File: src/rtl/bus_intercon_rr.sv
// Round-robin multi-master / multi-slave interconnect for the jpu system bus.
// One transaction in flight at a time; variable-latency slaves with ack and a timeout error path.
module bus_intercon_rr #(
    parameter int                        NUM_MASTERS  = 2,
    parameter int                        NUM_SLAVES   = 2,
    parameter logic [NUM_SLAVES*32-1:0]  SLAVE_BASE   = {32'habcd0000, 32'h12340000},
    parameter logic [NUM_SLAVES*6-1:0]   SLAVE_AWIDTH = {6'd6, 6'd5},
    parameter int                        TIMEOUT      = 16
) (
    input  logic                        clk,
    input  logic                        rst,
    input  logic [NUM_MASTERS-1:0]      m_en_i,
    input  logic [NUM_MASTERS-1:0]      m_we_i,
    input  logic [NUM_MASTERS*32-1:0]   m_addr_i,
    input  logic [NUM_MASTERS*32-1:0]   m_data_i,
    input  logic [NUM_MASTERS*4-1:0]    m_byte_mask_i,
    output logic [31:0]                 m_data_o,
    output logic [NUM_MASTERS-1:0]      m_valid_o,
    output logic [NUM_MASTERS-1:0]      m_stall_o,
    output logic [NUM_MASTERS-1:0]      m_err_o,
    output logic [NUM_SLAVES-1:0]       s_sel_o,
    output logic                        s_we_o,
    output logic [31:0]                 s_addr_o,
    output logic [31:0]                 s_data_o,
    output logic [3:0]                  s_byte_mask_o,
    input  logic [NUM_SLAVES*32-1:0]    s_data_i,
    input  logic [NUM_SLAVES-1:0]       s_ack_i
);

    localparam int MW = (NUM_MASTERS > 1) ? $clog2(NUM_MASTERS) : 1;
    localparam int SW = (NUM_SLAVES > 1) ? $clog2(NUM_SLAVES) : 1;
    localparam int TW = $clog2(TIMEOUT);

    typedef enum logic [1:0] {IDLE, WAIT, ERR} state_t;

    state_t          state_reg, state_next;
    logic [MW-1:0]   last_grant_reg, last_grant_next;
    logic [MW-1:0]   owner_reg, owner_next;
    logic [SW-1:0]   slave_reg, slave_next;
    logic [TW-1:0]   timer_reg, timer_next;

    logic [MW-1:0]          grant;
    logic                   found;
    logic [NUM_SLAVES-1:0]  hit;
    logic [SW-1:0]          hit_idx;
    logic                   hit_any;
    logic [31:0]            req_addr;
    logic                   ack_hit, timeout, slot, issue, legal;

    assign req_addr      = m_addr_i[int'(grant)*32 +: 32];
    assign s_we_o        = m_we_i[grant];
    assign s_addr_o      = req_addr;
    assign s_data_o      = m_data_i[int'(grant)*32 +: 32];
    assign s_byte_mask_o = m_byte_mask_i[int'(grant)*4 +: 4];

    // Window compare on the bits above the window size; base low bits are don't-care.
    for (genvar gi = 0; gi < NUM_SLAVES; gi++) begin : g_dec
        localparam int          AW   = int'(SLAVE_AWIDTH[6*gi +: 6]);
        localparam logic [31:0] BASE = SLAVE_BASE[32*gi +: 32];
        assign hit[gi] = (req_addr >> (AW + 2)) == (BASE >> (AW + 2));
    end

    always_comb begin
        hit_idx = '0;
        hit_any = 1'b0;
        for (int i = NUM_SLAVES - 1; i >= 0; i--) begin
            if (hit[i]) begin
                hit_idx = SW'(i);
                hit_any = 1'b1;
            end
        end
    end

    // Walk downwards so the nearest requester after last_grant is assigned last.
    always_comb begin
        grant = last_grant_reg;
        found = 1'b0;
        for (int k = NUM_MASTERS; k >= 1; k--) begin
            if (m_en_i[MW'((int'(last_grant_reg) + k) % NUM_MASTERS)]) begin
                grant = MW'((int'(last_grant_reg) + k) % NUM_MASTERS);
                found = 1'b1;
            end
        end
    end

    for (genvar gi = 0; gi < NUM_MASTERS; gi++) begin : g_stall
        assign m_stall_o[gi] = m_en_i[gi] & ~(issue && (grant == MW'(gi)));
    end

    always_comb begin
        ack_hit = (state_reg == WAIT) && s_ack_i[slave_reg];
        timeout = (state_reg == WAIT) && !ack_hit && (timer_reg == TW'(TIMEOUT - 1));
        slot    = !rst && ((state_reg != WAIT) || ack_hit);
        issue   = slot && found;
        legal   = hit_any && (req_addr[1:0] == 2'b00);

        state_next      = state_reg;
        last_grant_next = last_grant_reg;
        owner_next      = owner_reg;
        slave_next      = slave_reg;
        timer_next      = timer_reg;

        if (issue) begin
            last_grant_next = grant;
            owner_next      = grant;
            if (legal) begin
                state_next = WAIT;
                slave_next = hit_idx;
                timer_next = '0;
            end else begin
                state_next = ERR;
            end
        end else begin
            case (state_reg)
                ERR:     state_next = IDLE;
                WAIT: begin
                    if (ack_hit || timeout) state_next = IDLE;
                    else                    timer_next = timer_reg + 1'b1;
                end
                default: state_next = IDLE;
            endcase
        end
    end

    always_comb begin
        s_sel_o   = '0;
        m_valid_o = '0;
        m_err_o   = '0;
        m_data_o  = '0;
        if (issue && legal) s_sel_o[hit_idx] = 1'b1;
        if (ack_hit) begin
            m_valid_o[owner_reg] = 1'b1;
            m_data_o             = s_data_i[int'(slave_reg)*32 +: 32];
        end
        if ((state_reg == ERR) || timeout) m_err_o[owner_reg] = 1'b1;
    end

    always_ff @(posedge clk or posedge rst) begin
        if (rst) begin
            state_reg      <= IDLE;
            last_grant_reg <= MW'(NUM_MASTERS - 1);
            owner_reg      <= '0;
            slave_reg      <= '0;
            timer_reg      <= '0;
        end else begin
            state_reg      <= state_next;
            last_grant_reg <= last_grant_next;
            owner_reg      <= owner_next;
            slave_reg      <= slave_next;
            timer_reg      <= timer_next;
        end
    end

endmodule

File: config.mk
export PLATFORM = sky130hd
export DESIGN_NAME = bus_intercon_rr
export DESIGN_NICKNAME = d
export VERILOG_FILES = /design/src/rtl/bus_intercon_rr.sv
export SDC_FILE = /design/constraint.sdc
export NUM_CORES = 1
export LEC_CHECK = 0
export BUFFER_PORTS_ARGS = -buffer_cell sky130_fd_sc_hd__buf_2
export CAP_MARGIN = 20
export CELL_PAD_IN_SITES_DETAIL_PLACEMENT = 2
export CELL_PAD_IN_SITES_GLOBAL_PLACEMENT = 2
export CORE_ASPECT_RATIO = 2
export CORE_UTILIZATION = 11
export CTS_BUF_LIST = sky130_fd_sc_hd__clkbuf_16
export DETAILED_ROUTE_END_ITERATION = 7
export PLACE_DENSITY_LB_ADDON = 0.08
export SLEW_MARGIN = 10
export SYNTH_ARGS = -nofsm -noshare
export SYNTH_HDL_FRONTEND = slang
export SYNTH_SLANG_ARGS = --single-unit
File: constraint.sdc
create_clock -name clk -period 2.6 [get_ports clk]
set_input_delay 0.13 -clock clk [delete_from_list [all_inputs] [get_ports clk]]
set_output_delay 0.13 -clock clk [all_outputs]
set_load 0.03 [all_outputs]
==> flow_summary.rst <==
.. list-table::
   :header-rows: 1

   * - Metric
     - Value
   * - Antenna violations before repair
     - 0
   * - Via count
     - 3844
   * - Share of total power consumed by net switching
     - 0.653
   * - Element type at the critical path end
     - output port
   * - Clock-pin transition on the worst setup and hold timing paths
     - 0.04 ns
   * - Measured slew at the worst slew-check pin
     - 0.566 ns
   * - Final worst hold slack
     - 0.331 ns
   * - Cell depth of the worst flop-to-flop path
     - 5
   * - Final critical delay including setup and external delays
     - 2.44 ns
   * - Post-Syn Area
     - 0.00211 mm2
   * - Synthesized flop and latch total
     - 9
   * - R2r setup slk
     - 0.49 ns
   * - Main flop type after synthesis
     - sky130_fd_sc_hd__dfrtp_1
   * - Fraction of layout instances using a drive strength above 1
     - 0.484
   * - Area growth from synthesis to layout
     - 93.1%
   * - Clk Latency, worst-skew pair
     - 0.24 ns
   * - Final HPWL from detailed placement
     - 12.8 mm
   * - Relative slew margins
     - 0.623
   * - Power per Cell Area
     - 820 mW/mm2
   * - Overflow after GRT
     - 0
   * - Peak VDD IR
     - 328 uV
   * - Synth warnings
     - 0
   * - Mean area per synthesized cell
     - 5.47 um2
   * - Detailed-routing iteration count for the pre-antenna-repair pass
     - 2
   * - Via-to-Cell Ratio
     - 4.07
   * - Clock network fraction of design power
     - 0.082
   * - Cell internal power dissipation
     - 0.00116 W
   * - Data required time at the worst endpoint
     - 2.47 ns
   * - Hold Crit Class
     - in -> reg
   * - Number of I/O port buffers
     - 316
   * - Final worst clock skew
     - 0.00248 ns
   * - Data arrival at the endpoint of the critical path
     - 2.31 ns
   * - Number of library cell types mapped by synthesis
     - 41
   * - Sum of negative setup slack
     - 0 ns
   * - Startpoint of the worst-slack reg-to-reg timing path
     - last_grant_reg$_DFFE_PP1P_
   * - Sw Pwr
     - 0.00218 W
   * - Initial cell density of the core
     - 0.112
   * - Clock net sink count
     - 9
   * - Max FFs per register
     - 4
   * - Worst Path Max Fanout
     - 14
   * - LEAKAGE
     - 2.72 nW
   * - Post-Place Worst Slack
     - 0.370 ns
   * - Final number of max-transition violations
     - 0
   * - TritonCTS clock tree
     - done
   * - Number of synthesized flops with an enable pin
     - 0
   * - # H-tree levels
     - 1
   * - Setup CP Type
     - reg -> out
   * - Core Region
     - 0.0188 mm2
   * - Crit path setup slack, layout
     - 0.157 ns
   * - Leading cell type in the layout, fill and taps excluded
     - sky130_fd_sc_hd__buf_2
   * - Final hold violation count
     - 0
   * - Layout filler cell count
     - 2479
   * - Weighted congestion at the end of routability-driven global placement
     - 0.767
   * - Number of instances resized during post-cts repair
     - 0
   * - Top library cells by usage in the layout, fill and taps aside
     - sky130_fd_sc_hd__buf_2 (316), sky130_fd_sc_hd__nand2_1 (210), sky130_fd_sc_hd__nor2_1 (40), sky130_fd_sc_hd__mux2i_1 (34), sky130_fd_sc_hd__dfrtp_1 (7)
   * - Maxcap violations
     - 0
   * - Sequential fraction of the synthesis area
     - 0.107
   * - Hold endpoint
     - last_grant_reg$_DFFE_PP1P_
   * - Terminus of the critical flop-to-flop path
     - slave_reg$_DFFE_PP0P_
   * - Highest clock rate
     - 409 MHz
   * - Routed WL per cell
     - 15.4 um
   * - Number of global-route vias before repair
     - 4345
   * - DRC
     - 0
   * - Synthesized instance count
     - 386
   * - Number of DRC violations after detailed-routing iteration 0
     - 25
   * - I/O pin total
     - 317
   * - Critical Path Source Type
     - flop
   * - Pin count of the biggest net entering global routing
     - 43
   * - Run status
     - finished clean
   * - Global router's overall resource usage
     - 0.141
   * - Total CTS buffers
     - 3
   * - Drt total wl
     - 14.5 mm
   * - Die boundary height
     - 198 um
   * - Final Setup Violations
     - 0
   * - Chip Width
     - 100 um
   * - Cell depth of the worst hold path
     - 3
   * - Floorplan row count
     - 71
   * - Number of nets with antenna violations after routing
     - 0
   * - Combinational fraction of design power
     - 0.857
   * - Maximum count of clock buffers along a single path
     - 2
   * - Nets in the synthesized netlist
     - 595
   * - Worst Min Path Start
     - m_en_i[0]
   * - Buffer type at the clock tree root
     - sky130_fd_sc_hd__clkbuf_16
   * - Unrepaired setup endpoints after global routing
     - no
   * - Period Utilization, post-route
     - 0.940
   * - Reg power frac
     - 0.062
   * - Antenna fix cells
     - 0
   * - Die ar.
     - 0.0198 mm2
   * - Wire length of the first global-routing pass
     - 21.8 mm
   * - Share of async-settable or async-resettable flops after synthesis
     - 1.00
   * - Final net count
     - 900
-- cell type report --
type / instances / area (um2) / area share
Clock inverter: 1 / 3.75 / 0.000921
Clock buffer: 3 / 75.1 / 0.0184
Multi-Input combinational cell: 351 / 1800 / 0.442
Sequential cell: 9 / 228 / 0.0558
Tap cell: 255 / 319 / 0.0782
Inverter: 3 / 11.3 / 0.00276
Timing Repair Buffer: 323 / 1640 / 0.401
-- power by group through the flow --
stage | clock network (W) | registers [W] | logic, W
6_report | 0.000273 | 0.000207 | 0.00287
3_3_place_gp | 0 | 0.000207 | 0.00288
2_1_floorplan | 0 | 0.000177 | 0.00195
4_1_cts | 0.000277 | 0.000209 | 0.00296
3_5_place_dp | 0 | 0.000210 | 0.00294
5_1_grt | 0.000284 | 0.000215 | 0.00314
-- cell families (layout without fill, tap and decap cells) --
kind of cell               after synthesis  after routing  share of synthesized area
DFF                                      9              9                      0.107
buffers and inverters                   26            330                     0.0474
xor gates and xnor gates                 3              3                     0.0160
muxes                                   36             36                      0.172
and+or+nand+nor                        290            290                      0.575
adders and majority gates                1              1                    0.00592
AOI/OAI and AO/OA                       21             21                     0.0764
-- stage by stage --
| step | instance area (um2) | cells | util | total power, W |
|---|---|---|---|---|
| 6_report | 4080 | 945 | 0.217 | 0.00335 |
| 5_1_grt | 4080 | 945 | 0.217 | 0.00363 |
| 4_1_cts | 4080 | 945 | 0.217 | 0.00344 |
| 3_5_place_dp | 3990 | 940 | 0.212 | 0.00315 |
| 3_3_place_gp | 3990 | 940 | 0.212 | 0.00309 |
| 2_1_floorplan | 2110 | 386 | - | 0.00213 |
-- per-layer routing --
layer  GRT usage  vias up  wire [um]
met1       0.121     1760       4520
met4      0.0199        0        132
li1            -     1870          -
met3      0.0364        8       1360
met5           0        -          0
met2       0.311      206       8530
-- repair_timing --
action,4_1_cts,5_1_grt
endpoints found under the hold margin,8,0
hold buffers,1,0
setup buffers,0,0
-- Yosys cell counts (3+ instances only) --
cell,instances,area [um2]
sky130_fd_sc_hd__mux2i_1,34,340
sky130_fd_sc_hd__clkbuf_1,17,63.8
sky130_fd_sc_hd__dfrtp_1,8,200
sky130_fd_sc_hd__nand2_1,210,788
sky130_fd_sc_hd__a21oi_1,3,15.0
sky130_fd_sc_hd__nor2_1,40,150
sky130_fd_sc_hd__o21ai_1,3,15.0
sky130_fd_sc_hd__nand3_1,3,15.0
sky130_fd_sc_hd__inv_1,3,11.3
sky130_fd_sc_hd__nand4_1,6,37.5
sky130_fd_sc_hd__nor2b_1,3,18.8
sky130_fd_sc_hd__nor4bb_1,3,30.0
sky130_fd_sc_hd__nor3_1,5,25.0
sky130_fd_sc_hd__nor4b_1,4,35.0
sky130_fd_sc_hd__nor4_1,4,25.0
sky130_fd_sc_hd__buf_1,4,15.0
sky130_fd_sc_hd__or3_1,3,18.8
-- worst max-delay path by stage --
stage	endpoint	slack (ns)	cells past startpoint	from
6_report	s_sel_o[1]	0.16	6	last_grant_reg$_DFFE_PP1P_
2_1_floorplan	s_sel_o[0]	0.42	7	last_grant_reg$_DFFE_PP1P_
3_5_place_dp	s_sel_o[1]	0.37	6	last_grant_reg$_DFFE_PP1P_
5_1_grt	s_sel_o[1]	0.02	6	last_grant_reg$_DFFE_PP1P_
3_3_place_gp	s_sel_o[1]	0.43	6	last_grant_reg$_DFFE_PP1P_
4_1_cts	s_sel_o[1]	0.10	6	last_grant_reg$_DFFE_PP1P_
-- worst max-delay path, stage by stage (launching register included) --
cell and delay (ns):
sky130_fd_sc_hd__dfstp_2 0.64, sky130_fd_sc_hd__xor2_4 0.40, sky130_fd_sc_hd__nor3b_1 0.12, sky130_fd_sc_hd__o221a_2 0.35
sky130_fd_sc_hd__o211ai_2 0.28, sky130_fd_sc_hd__nor2_1 0.08, sky130_fd_sc_hd__buf_2 0.20
No activity file was read; power rests on OpenSTA's default activity.
